$ cat src/rtl/trng_ctrl_pkg.sv
// rtl/trng_ctrl_pkg.sv - shared constants and state encoding for the TRNG controller
package trng_ctrl_pkg;

   localparam int BYTE_W            = 8;
   localparam int DEF_WARMUP_CYCLES = 16;
   localparam int DEF_REP_LIMIT     = 8;

   typedef enum logic [2:0] {
      ST_IDLE    = 3'd0,
      ST_ENABLE  = 3'd1,
      ST_WARMUP  = 3'd2,
      ST_COLLECT = 3'd3,
      ST_HOLD    = 3'd4,
      ST_FAULT   = 3'd5
   } state_t;

endpackage

$ cat src/rtl/trng_health_rep.sv
// rtl/trng_health_rep.sv - repetition-count health test on the de-biased bit stream
module trng_health_rep
   import trng_ctrl_pkg::*;
#(
   parameter int REP_LIMIT = DEF_REP_LIMIT
) (
   input  logic i_clk,
   input  logic i_rst,
   input  logic i_clear,
   input  logic i_bit,
   input  logic i_valid,
   output logic o_fail
);

   logic [3:0] rep_cnt;
   logic [3:0] rep_nxt;
   logic       last_bit;

   // A zero count means no previous bit since the last clear.
   always_comb begin
      rep_nxt = rep_cnt;
      if (i_valid) begin
         if (rep_cnt == 4'd0 || i_bit != last_bit)
            rep_nxt = 4'd1;
         else if (rep_cnt != 4'hF)
            rep_nxt = rep_cnt + 4'd1;
      end
   end

   assign o_fail = i_valid && !i_clear && (rep_nxt >= 4'(REP_LIMIT));

   always_ff @(posedge i_clk or posedge i_rst) begin
      if (i_rst) begin
         rep_cnt  <= 4'd0;
         last_bit <= 1'b0;
      end else if (i_clear) begin
         rep_cnt  <= 4'd0;
      end else if (i_valid) begin
         rep_cnt  <= rep_nxt;
         last_bit <= i_bit;
      end
   end

endmodule

$ cat src/rtl/trng_ctrl.sv
// rtl/trng_ctrl.sv - TRNG controller: enable/warm-up sequencing, byte assembly and health fault
module trng_ctrl
   import trng_ctrl_pkg::*;
#(
   parameter int WARMUP_CYCLES = DEF_WARMUP_CYCLES,
   parameter int REP_LIMIT     = DEF_REP_LIMIT
) (
   input  logic              i_clk,
   input  logic              i_rst,
   input  logic              i_start,
   input  logic              i_stop,
   input  logic              i_chainReady,
   input  logic              i_random,
   input  logic              i_valid,
   input  logic              i_dataReady,
   output logic              o_enSim,
   output logic [BYTE_W-1:0] o_data,
   output logic              o_dataValid,
   output logic              o_busy,
   output logic              o_fault
);

   state_t            state, state_nxt;
   logic [7:0]        warm_cnt;
   logic [2:0]        bit_cnt;
   logic [BYTE_W-2:0] shift_q;
   logic [BYTE_W-1:0] pend_q;
   logic [BYTE_W-1:0] data_q;
   logic              valid_q;
   logic              en_q, busy_q, fault_q;
   logic              en_nxt, busy_nxt, fault_nxt;

   logic              bit_in;
   logic              byte_done;
   logic              consume;
   logic              can_load;
   logic              health_fail;
   logic              health_clear;
   logic [BYTE_W-1:0] new_byte;

   assign bit_in       = (state == ST_COLLECT) && i_valid;
   assign byte_done    = bit_in && (bit_cnt == 3'd7);
   assign consume      = valid_q && i_dataReady;
   assign can_load     = !valid_q || i_dataReady;
   assign new_byte     = {shift_q, i_random};
   assign health_clear = (state != ST_COLLECT) && (state != ST_HOLD);

   trng_health_rep #(.REP_LIMIT(REP_LIMIT)) u_health (
      .i_clk   (i_clk),
      .i_rst   (i_rst),
      .i_clear (health_clear),
      .i_bit   (i_random),
      .i_valid (bit_in),
      .o_fail  (health_fail)
   );

   // Status outputs are registered from the next state so they cannot glitch.
   always_ff @(posedge i_clk or posedge i_rst) begin
      if (i_rst) begin
         state   <= ST_IDLE;
         en_q    <= 1'b0;
         busy_q  <= 1'b0;
         fault_q <= 1'b0;
      end else begin
         state   <= state_nxt;
         en_q    <= en_nxt;
         busy_q  <= busy_nxt;
         fault_q <= fault_nxt;
      end
   end

   always_comb begin
      state_nxt = state;
      case (state)
         ST_IDLE:    if (i_start && !i_stop) state_nxt = ST_ENABLE;
         ST_ENABLE:  if (i_stop) state_nxt = ST_IDLE;
                     else if (i_chainReady) state_nxt = ST_WARMUP;
         ST_WARMUP:  if (i_stop) state_nxt = ST_IDLE;
                     else if (warm_cnt == 8'd0) state_nxt = ST_COLLECT;
         ST_COLLECT: if (i_stop) state_nxt = ST_IDLE;
                     else if (health_fail) state_nxt = ST_FAULT;
                     else if (byte_done && !can_load) state_nxt = ST_HOLD;
         ST_HOLD:    if (i_stop) state_nxt = ST_IDLE;
                     else if (consume) state_nxt = ST_COLLECT;
         ST_FAULT:   if (i_stop) state_nxt = ST_IDLE;
         default:    state_nxt = ST_IDLE;
      endcase
   end

   always_comb begin
      en_nxt    = 1'b0;
      busy_nxt  = (state_nxt != ST_IDLE);
      fault_nxt = (state_nxt == ST_FAULT);
      case (state_nxt)
         ST_ENABLE, ST_WARMUP, ST_COLLECT, ST_HOLD: en_nxt = 1'b1;
         default:                                   en_nxt = 1'b0;
      endcase
   end

   always_ff @(posedge i_clk or posedge i_rst) begin
      if (i_rst) begin
         warm_cnt <= 8'd0;
         bit_cnt  <= 3'd0;
         shift_q  <= '0;
         pend_q   <= '0;
         data_q   <= '0;
         valid_q  <= 1'b0;
      end else begin
         if (consume)
            valid_q <= 1'b0;
         case (state)
            ST_ENABLE: begin
               if (!i_stop && i_chainReady)
                  warm_cnt <= 8'(WARMUP_CYCLES - 1);
            end
            ST_WARMUP: begin
               if (warm_cnt != 8'd0)
                  warm_cnt <= warm_cnt - 8'd1;
               bit_cnt <= 3'd0;
               shift_q <= '0;
            end
            ST_COLLECT: begin
               if (i_stop) begin
                  bit_cnt <= 3'd0;
                  shift_q <= '0;
                  pend_q  <= '0;
               end else if (health_fail) begin
                  valid_q <= 1'b0;
                  bit_cnt <= 3'd0;
                  shift_q <= '0;
                  pend_q  <= '0;
               end else if (bit_in) begin
                  shift_q <= new_byte[BYTE_W-2:0];
                  bit_cnt <= bit_cnt + 3'd1;
                  if (byte_done) begin
                     if (can_load) begin
                        data_q  <= new_byte;
                        valid_q <= 1'b1;
                     end else begin
                        pend_q  <= new_byte;
                     end
                  end
               end
            end
            ST_HOLD: begin
               if (i_stop) begin
                  bit_cnt <= 3'd0;
                  shift_q <= '0;
                  pend_q  <= '0;
               end else if (consume) begin
                  data_q  <= pend_q;
                  valid_q <= 1'b1;
                  pend_q  <= '0;
               end
            end
            ST_FAULT: begin
               valid_q <= 1'b0;
               bit_cnt <= 3'd0;
               shift_q <= '0;
               pend_q  <= '0;
            end
            default: ;
         endcase
      end
   end

   assign o_enSim     = en_q;
   assign o_busy      = busy_q;
   assign o_fault     = fault_q;
   assign o_data      = data_q;
   assign o_dataValid = valid_q;

endmodule

$ cat config.mk
export PLATFORM = sky130hd
export DESIGN_NAME = trng_ctrl
export DESIGN_NICKNAME = d
export VERILOG_FILES = /design/src/rtl/trng_ctrl_pkg.sv /design/src/rtl/trng_health_rep.sv /design/src/rtl/trng_ctrl.sv
export SDC_FILE = /design/constraint.sdc
export NUM_CORES = 1
export LEC_CHECK = 0
export BUFFER_PORTS_ARGS = -buffer_cell sky130_fd_sc_hd__clkbuf_2
export CAP_MARGIN = 0
export CELL_PAD_IN_SITES_DETAIL_PLACEMENT = 1
export CELL_PAD_IN_SITES_GLOBAL_PLACEMENT = 2
export CORE_MARGIN = 1
export CORE_UTILIZATION = 43
export DETAILED_ROUTE_END_ITERATION = 16
export GPL_TIMING_DRIVEN = 0
export PLACE_DENSITY = 0.83
export SLEW_MARGIN = 20
export SYNTH_ARGS = -nofsm -noshare
export SYNTH_HDL_FRONTEND = slang
export SYNTH_SLANG_ARGS = --single-unit
export TNS_END_PERCENT = 20
$ cat constraint.sdc
create_clock -name i_clk -period 3.4 [get_ports i_clk]
set_clock_uncertainty 0.05 [all_clocks]
set_input_delay 0.34 -clock i_clk [delete_from_list [all_inputs] [get_ports i_clk]]
set_output_delay 0.34 -clock i_clk [all_outputs]
set_load 0.1 [all_outputs]
# Word level (Yosys, flattened, before mapping)

Index checks and enable logic that the tools add are counted.

Memory bits (writable): 0
Output and inout bits: 12
Memories: 0
ROM bits: 0
Flip-flop bits (word level): 46
Latch bits: 0
Input bits: 8

Reduce and logical (&&, ||, !) cells: 32
Eq/ne operators: 29
Bitwise operators: 1
Div/mod/pow operators: 0
$add $sub $neg: 3
$mul: 0
Order comparisons: 1
Multiplexer cells: 56
Shifts and indexed selects: 0

Operators by type and width:

| operator              | count |
|---|---|
| $mux W8               | 16 |
| $mux W3               | 15 |
| $pmux W8 S2           | 2 |
| $mux W7               | 4 |
| $pmux W8 S3           | 1 |
| $pmux W7 S3           | 1 |
| $mux W4               | 5 |
| $ne A2 B2 Y1 const B  | 10 |
| $pmux W3 S6           | 1 |
| $ne A4 B4 Y1 const B  | 4 |
| $eq A3 B3 Y1 const B  | 5 |
| $eq A3 B2 Y1 const B  | 4 |
| $logic_and A1 B1 Y1   | 9 |
| $mux W1               | 9 |
| $pmux W3 S3           | 1 |
| $reduce_bool A3 Y1    | 3 |
| $logic_not A8 Y1      | 1 |
| $reduce_and A8 Y1     | 1 |
| $reduce_bool A8 Y1    | 1 |
| $sub A8 B1 Y8 const B | 1 |
| $eq A3 B1 Y1 const B  | 2 |
| $ne A3 B3 Y1 const B  | 2 |
| $reduce_and A3 Y1     | 2 |
| $reduce_bool A2 Y1    | 3 |
| 15 further kinds      | 19 |

# Longest topological paths before layout

Depth after elaboration: 12
Mapped depth: 8
Gate-level depth less buffers: 7

# Cells and area by module

Synthesis repeated with hierarchy kept, for this count alone.

Cell total of the unflattened synthesis: 231
Area, all modules: 2499.9 um2

Modules (own cells, without submodules):

| module          | sequential area each (um2) | area each (um2) | instances | cells each |
|---|---|---|---|---|
| trng_ctrl       | 1026.0                     | 2178.3          | 1         | 197 |
| trng_health_rep | 125.1                      | 321.6           | 1         | 34 |

# Least setup slack after synthesis

No wires, ideal clock.

Path type: flip-flop to flip-flop
From: register valid_q, in the netlist o_dataValid
To: register data_q[1], in the netlist o_data[1]
Path slack: 1.208 ns
Arrival: 2.015 ns
Stages on the path, launching flop included: 6
Data required time: 3.224 ns
Path through: dfrtp_1 nand2_1 o21ai_0 o2111a_1 buf_6 mux2_4

Cells in the longest elaborated chain, start to end: 4

Ends and longest elaborated chain:

| what                          | line             | RTL |
|---|---|---|
| start, declared               | trng_ctrl.sv:29  | `logic valid_q;` |
| start signal, assigned        | trng_ctrl.sv:107 | `valid_q <= 1'b0;` |
| start signal, assigned        | trng_ctrl.sv:110 | `valid_q <= 1'b0;` |
| start signal, assigned        | trng_ctrl.sv:128 | `valid_q <= 1'b0;` |
| $logic_not A1 Y1              | trng_ctrl.sv:44  | `assign can_load = !valid_q \|\| i_dataReady;` |
| $logic_or A1 B1 Y1            | trng_ctrl.sv:44  |  |
| $ne A2 B2 Y1 (no line)        | n/a              |  |
| $reduce_and A8 Y1 (no line) * | n/a              |  |
| end signal, assigned          | trng_ctrl.sv:137 | `data_q <= new_byte;` |
| end signal, assigned          | trng_ctrl.sv:151 | `data_q <= pend_q;` |
| end, declared                 | trng_ctrl.sv:28  | `logic [BYTE_W-1:0] data_q;` |

Every way passes the cells marked *; elsewhere a longest branch is shown, timed or not.
A chain may end at the register's enable or synchronous reset.

# Worst setup path after layout

From: register u_health.rep_cnt[0]
To: register data_q[7], in the netlist o_data[7]

Cells in the longest elaborated chain, start to end: 8

Ends and longest elaborated chain:

| what                                          | line                                         | RTL |
|---|---|---|
| start, declared                               | trng_health_rep.sv:15                        | `logic [3:0] rep_cnt;` |
| start signal, assigned                        | trng_health_rep.sv:39                        | `rep_cnt <= rep_nxt;` |
| $add A4 B1 Y4, or another cell as far along   | trng_health_rep.sv:26                        | `rep_nxt = rep_cnt + 4'd1;` |
| $mux W4 or $logic_or A1 B1 Y1 (tied branches) | trng_health_rep.sv:25, trng_health_rep.sv:23 |  |
| $mux W4                                       | trng_health_rep.sv:23                        | `if (rep_cnt == 4'd0 \|\| i_bit != last_bit)` |
| $mux W4 *                                     | trng_health_rep.sv:22                        | `if (i_valid) begin` |
| $ge A4 B4 Y1 *                                | trng_health_rep.sv:30                        | `assign o_fail = i_valid && !i_clear && (rep_nxt >= 4'(REP_LIMIT));` |
| $logic_and A1 B1 Y1 *                         | trng_health_rep.sv:30                        |  |
| $ne A2 B2 Y1 (no line) *                      | n/a                                          |  |
| $reduce_and A8 Y1 (no line) *                 | n/a                                          |  |

Marked as above.

==> impl_metrics.toml <==
[synth]
synthFlopType = "dfrtp_1"
synth_area_per_cell_um2 = 11.2
synth_area_leaders = "dfrtp_1 (46%), a22o_1 (5.9%), mux2_4 (4.8%)"
synth_top_area_cell = "dfrtp_1"
synth_edf_count = 0
synth_top_family_by_area = "compound AO/OA/AOI/OAI gates"
ys_seq_area_frac = 0.459
synthXorXnorAreaFrac = 0.0245
synth_cells = 224
netlist_area_um2 = 2510
synthSimpleGateAreaFrac = 0.159
async_flop_share = 1.00
yosysWarnings = 0
ys_types = 58
synthDominantCellAreaShare = 0.459
synthMuxAreaShare = 0.102
synth_nets = 239
synthAdderAreaFrac = 0.0349
synth_compound_area_frac = 0.179
ys_ff_latch = 46

[drt]
wirelength_mm = 5.48
vias_per_cell = 5.54
maxUsedRoutingLayer = "met4"
wl_per_cell_um = 16.8
first_pass_iters = 4
dr_wl_met3_um = 111
m1WireLength_mm = 2.70
drc_errors = 0
drt_iter0_markers = 56
routed-wl-met2_mm = 2.63
via_count = 1801
detail-route-antenna-nets = 0

[sta]
rsz0062_at_grt = "false"
fmax_mhz = 438
max_slew_margin = 0.534
tightestPinTransition_ns = 0.693
timing.final.crit_share = 0.672
final_max_slew_viol_count = 0
setup_tns_ns = 0
hold_violations = 0
fin_crit_ns = 2.28
setup_viol_count_final = 0

[placement]
portBuffers = 19
place.gp.congestion = 0.799
dpl.hpwl_mm = 3.96

[global_route]
gr-total-overflow = 0
grt_usage = 0.202
grt_pass1_vias = 1894
grt_pass1_wl_mm = 9.51
grt_max_degree = 27
grt_antenna_before_repair = 0

[setup_path]
slowest_delay_ns = 0.46
arrival_ns = 2.42
r2r-start = "u_health.rep_cnt[0]"
cp-end-kind = "register"
start_kind = "register"
cp_max_fo = 8
crit_chain = "inv_1, ha_1, nor3b_1, nor3_2, a21oi_1, o2111a_1, buf_6, mux2_4"
reg2reg_slack_ns = 1.12
path_class = "reg -> reg"
slowest_stage = "dfrtp_1"
required_ns = 3.53
reg2regPathDepth = 8
reg2reg_to = "o_data[7]"

[die]
io_pins = 20
initial_core_util = 0.450
die_area_um2 = 6140
core-area_um2 = 5570
die_x_um = 78.3
rows = 27
die_h_um = 78.3

[run]
cap_violations = 0

[power_and_ir_drop]
p_leak_nw = 1.29
total_power_mw = 1.21
ir_worst_vdd_v = 0.000238
powerDensity_nw_per_um2 = 428

[clock_tree]
clkTransAtPathRegs_ns = 0.08
clock-sinks = 46
cts_root_buf = "clkbuf_8"
ctsLongestPathBuffers = 2
htree_levels = 2
cts_tree = "built"
cts_buffers = 5
cts_hold_buf = 1
cts_resized = 0
cts_setup_buffers = 0
clk_latency_ns = 0.30

[worst_hold_path]
min_path_cells = 2
hp-class = "in -> reg"
min_from = "i_random"
holdPathEnd = "shift_q[0]"

[cells_and_area]
drive_gt1_frac = 0.265
nets = 267
diodes = 0
areaGrowthSynthToFinish_pct = 13.0

[run_status]
status = "finished, final reports clean"
[placed cells by master, fill, tap and decap left out, drive strengths merged, types with 2 or more instances in the layout]
master / count
inv: 14
mux2: 17
o22ai: 3
xor2: 5
buf: 7
xnor2: 2
o21ai: 10
o211ai: 3
dfrtp: 46
a31oi: 2
a21oi: 13
nor2: 16
nand2b: 4
nor3b: 4
a22o: 17
nor4: 2
ha: 7
o311ai: 2
nand4b: 2
clkbuf: 27
or2: 2
or3: 4
nor3: 8
mux2i: 3
and3b: 3
nand2: 11
nand3: 2
[worst max-delay path: cells and delay by family (launching register included)]
| family | cells | cell delay (ns) |
|---|---|---|
| buf+inv | 2 | 0.26 |
| flops | 1 | 0.46 |
| compound gates | 2 | 0.41 |
| simple gates | 2 | 0.55 |
| fa+ha+maj | 1 | 0.14 |
| mux | 1 | 0.30 |
[cell type report]
cell class                      instances  area [um2]
Buffer                                  8        50.0
Clock buffer                            6        72.6
Clock inverter                          2        37.5
Fill cell                             652        2740
Inverter                               14        52.6
Multi-Input combinational cell        156        1250
Sequential cell                        46        1150
Tap cell                               72        90.1
Timing Repair Buffer                   21         125
[state kept, by name (all words and copies together) (netlist names)]
name               flops
shift_q                7
state                  3
u_health.last_bit      1
o_dataValid            1
o_data                 8
bit_cnt                3
pend_q                 8
warm_cnt               8
o_busy                 1
u_health.rep_cnt       4
o_fault                1
o_enSim                1
[synthesized netlist by cell type (3+ instances only)]
cell type  number
buf_2           4
and3b_1         3
o21ai_0         9
inv_1          14
mux2_2          8
a21oi_1        12
o22ai_1         3
dfrtp_1        46
a22o_1         17
nand2b_1        4
nor3_1          6
nor2_1         14
xor2_1          5
nand2_1        11
or3_1           3
mux2_4          8
o211ai_1        3
ha_1            7
[metal layers]
| metal | up-vias | global-route usage |
|---|---|---|
| met5 | - | 0 |
| met4 | 0 | 0.0444 |
| met3 | 4 | 0.0419 |
| met2 | 16 | 0.326 |
| met1 | 906 | 0.280 |
| li1 | 875 | - |
[logic make-up (layout without fill, tap and decap cells)]
family	count (synthesis)	in the layout
AO/OA/AOI/OAI	59	59
XOR/XNOR	7	7
adder cells (fa/ha/maj)	7	7
buffers and inverters	22	51
flip-flops	46	46
multiplexers	20	20
AND/OR/NAND/NOR	63	63
[worst max path at each step]
stage                     slack (ns)         to           startpoint  depth (start not counted)
after detailed placement        1.15  o_data[4]  u_health.rep_cnt[0]                          8
after floorplan                 1.21  o_data[1]          o_dataValid                          5
after global placement          1.15  o_data[2]  u_health.rep_cnt[0]                          8
after global routing            0.94  o_data[1]  u_health.rep_cnt[0]                          8
final                           1.12  o_data[7]  u_health.rep_cnt[0]                          8
after CTS                       1.11  o_data[7]  u_health.rep_cnt[0]                          8
[power breakdown]
group / internal (mW) / leakage, nW / switching (mW)
Sequential: 0.591 / 0.610 / 0.0435
Combinational: 0.0685 / 0.629 / 0.0988
Clock: 0.220 / 0.0514 / 0.190
Total: 0.879 / 1.29 / 0.333
[stage by stage]
stage | utilization | hold slack (ns) | instances | setup slack [ns] | cell area [um2]
after floorplan | - | 0.411 | 224 | 1.21 | 2510
after global placement | 0.483 | 0.428 | 315 | 1.15 | 2690
after detailed placement | 0.486 | 0.318 | 316 | 1.15 | 2710
after CTS | 0.508 | 0.285 | 325 | 1.11 | 2830
after global routing | 0.508 | 0.306 | 325 | 0.940 | 2830
final | 0.508 | 0.293 | 325 | 1.12 | 2830
(Power assumes the default switching activity.)
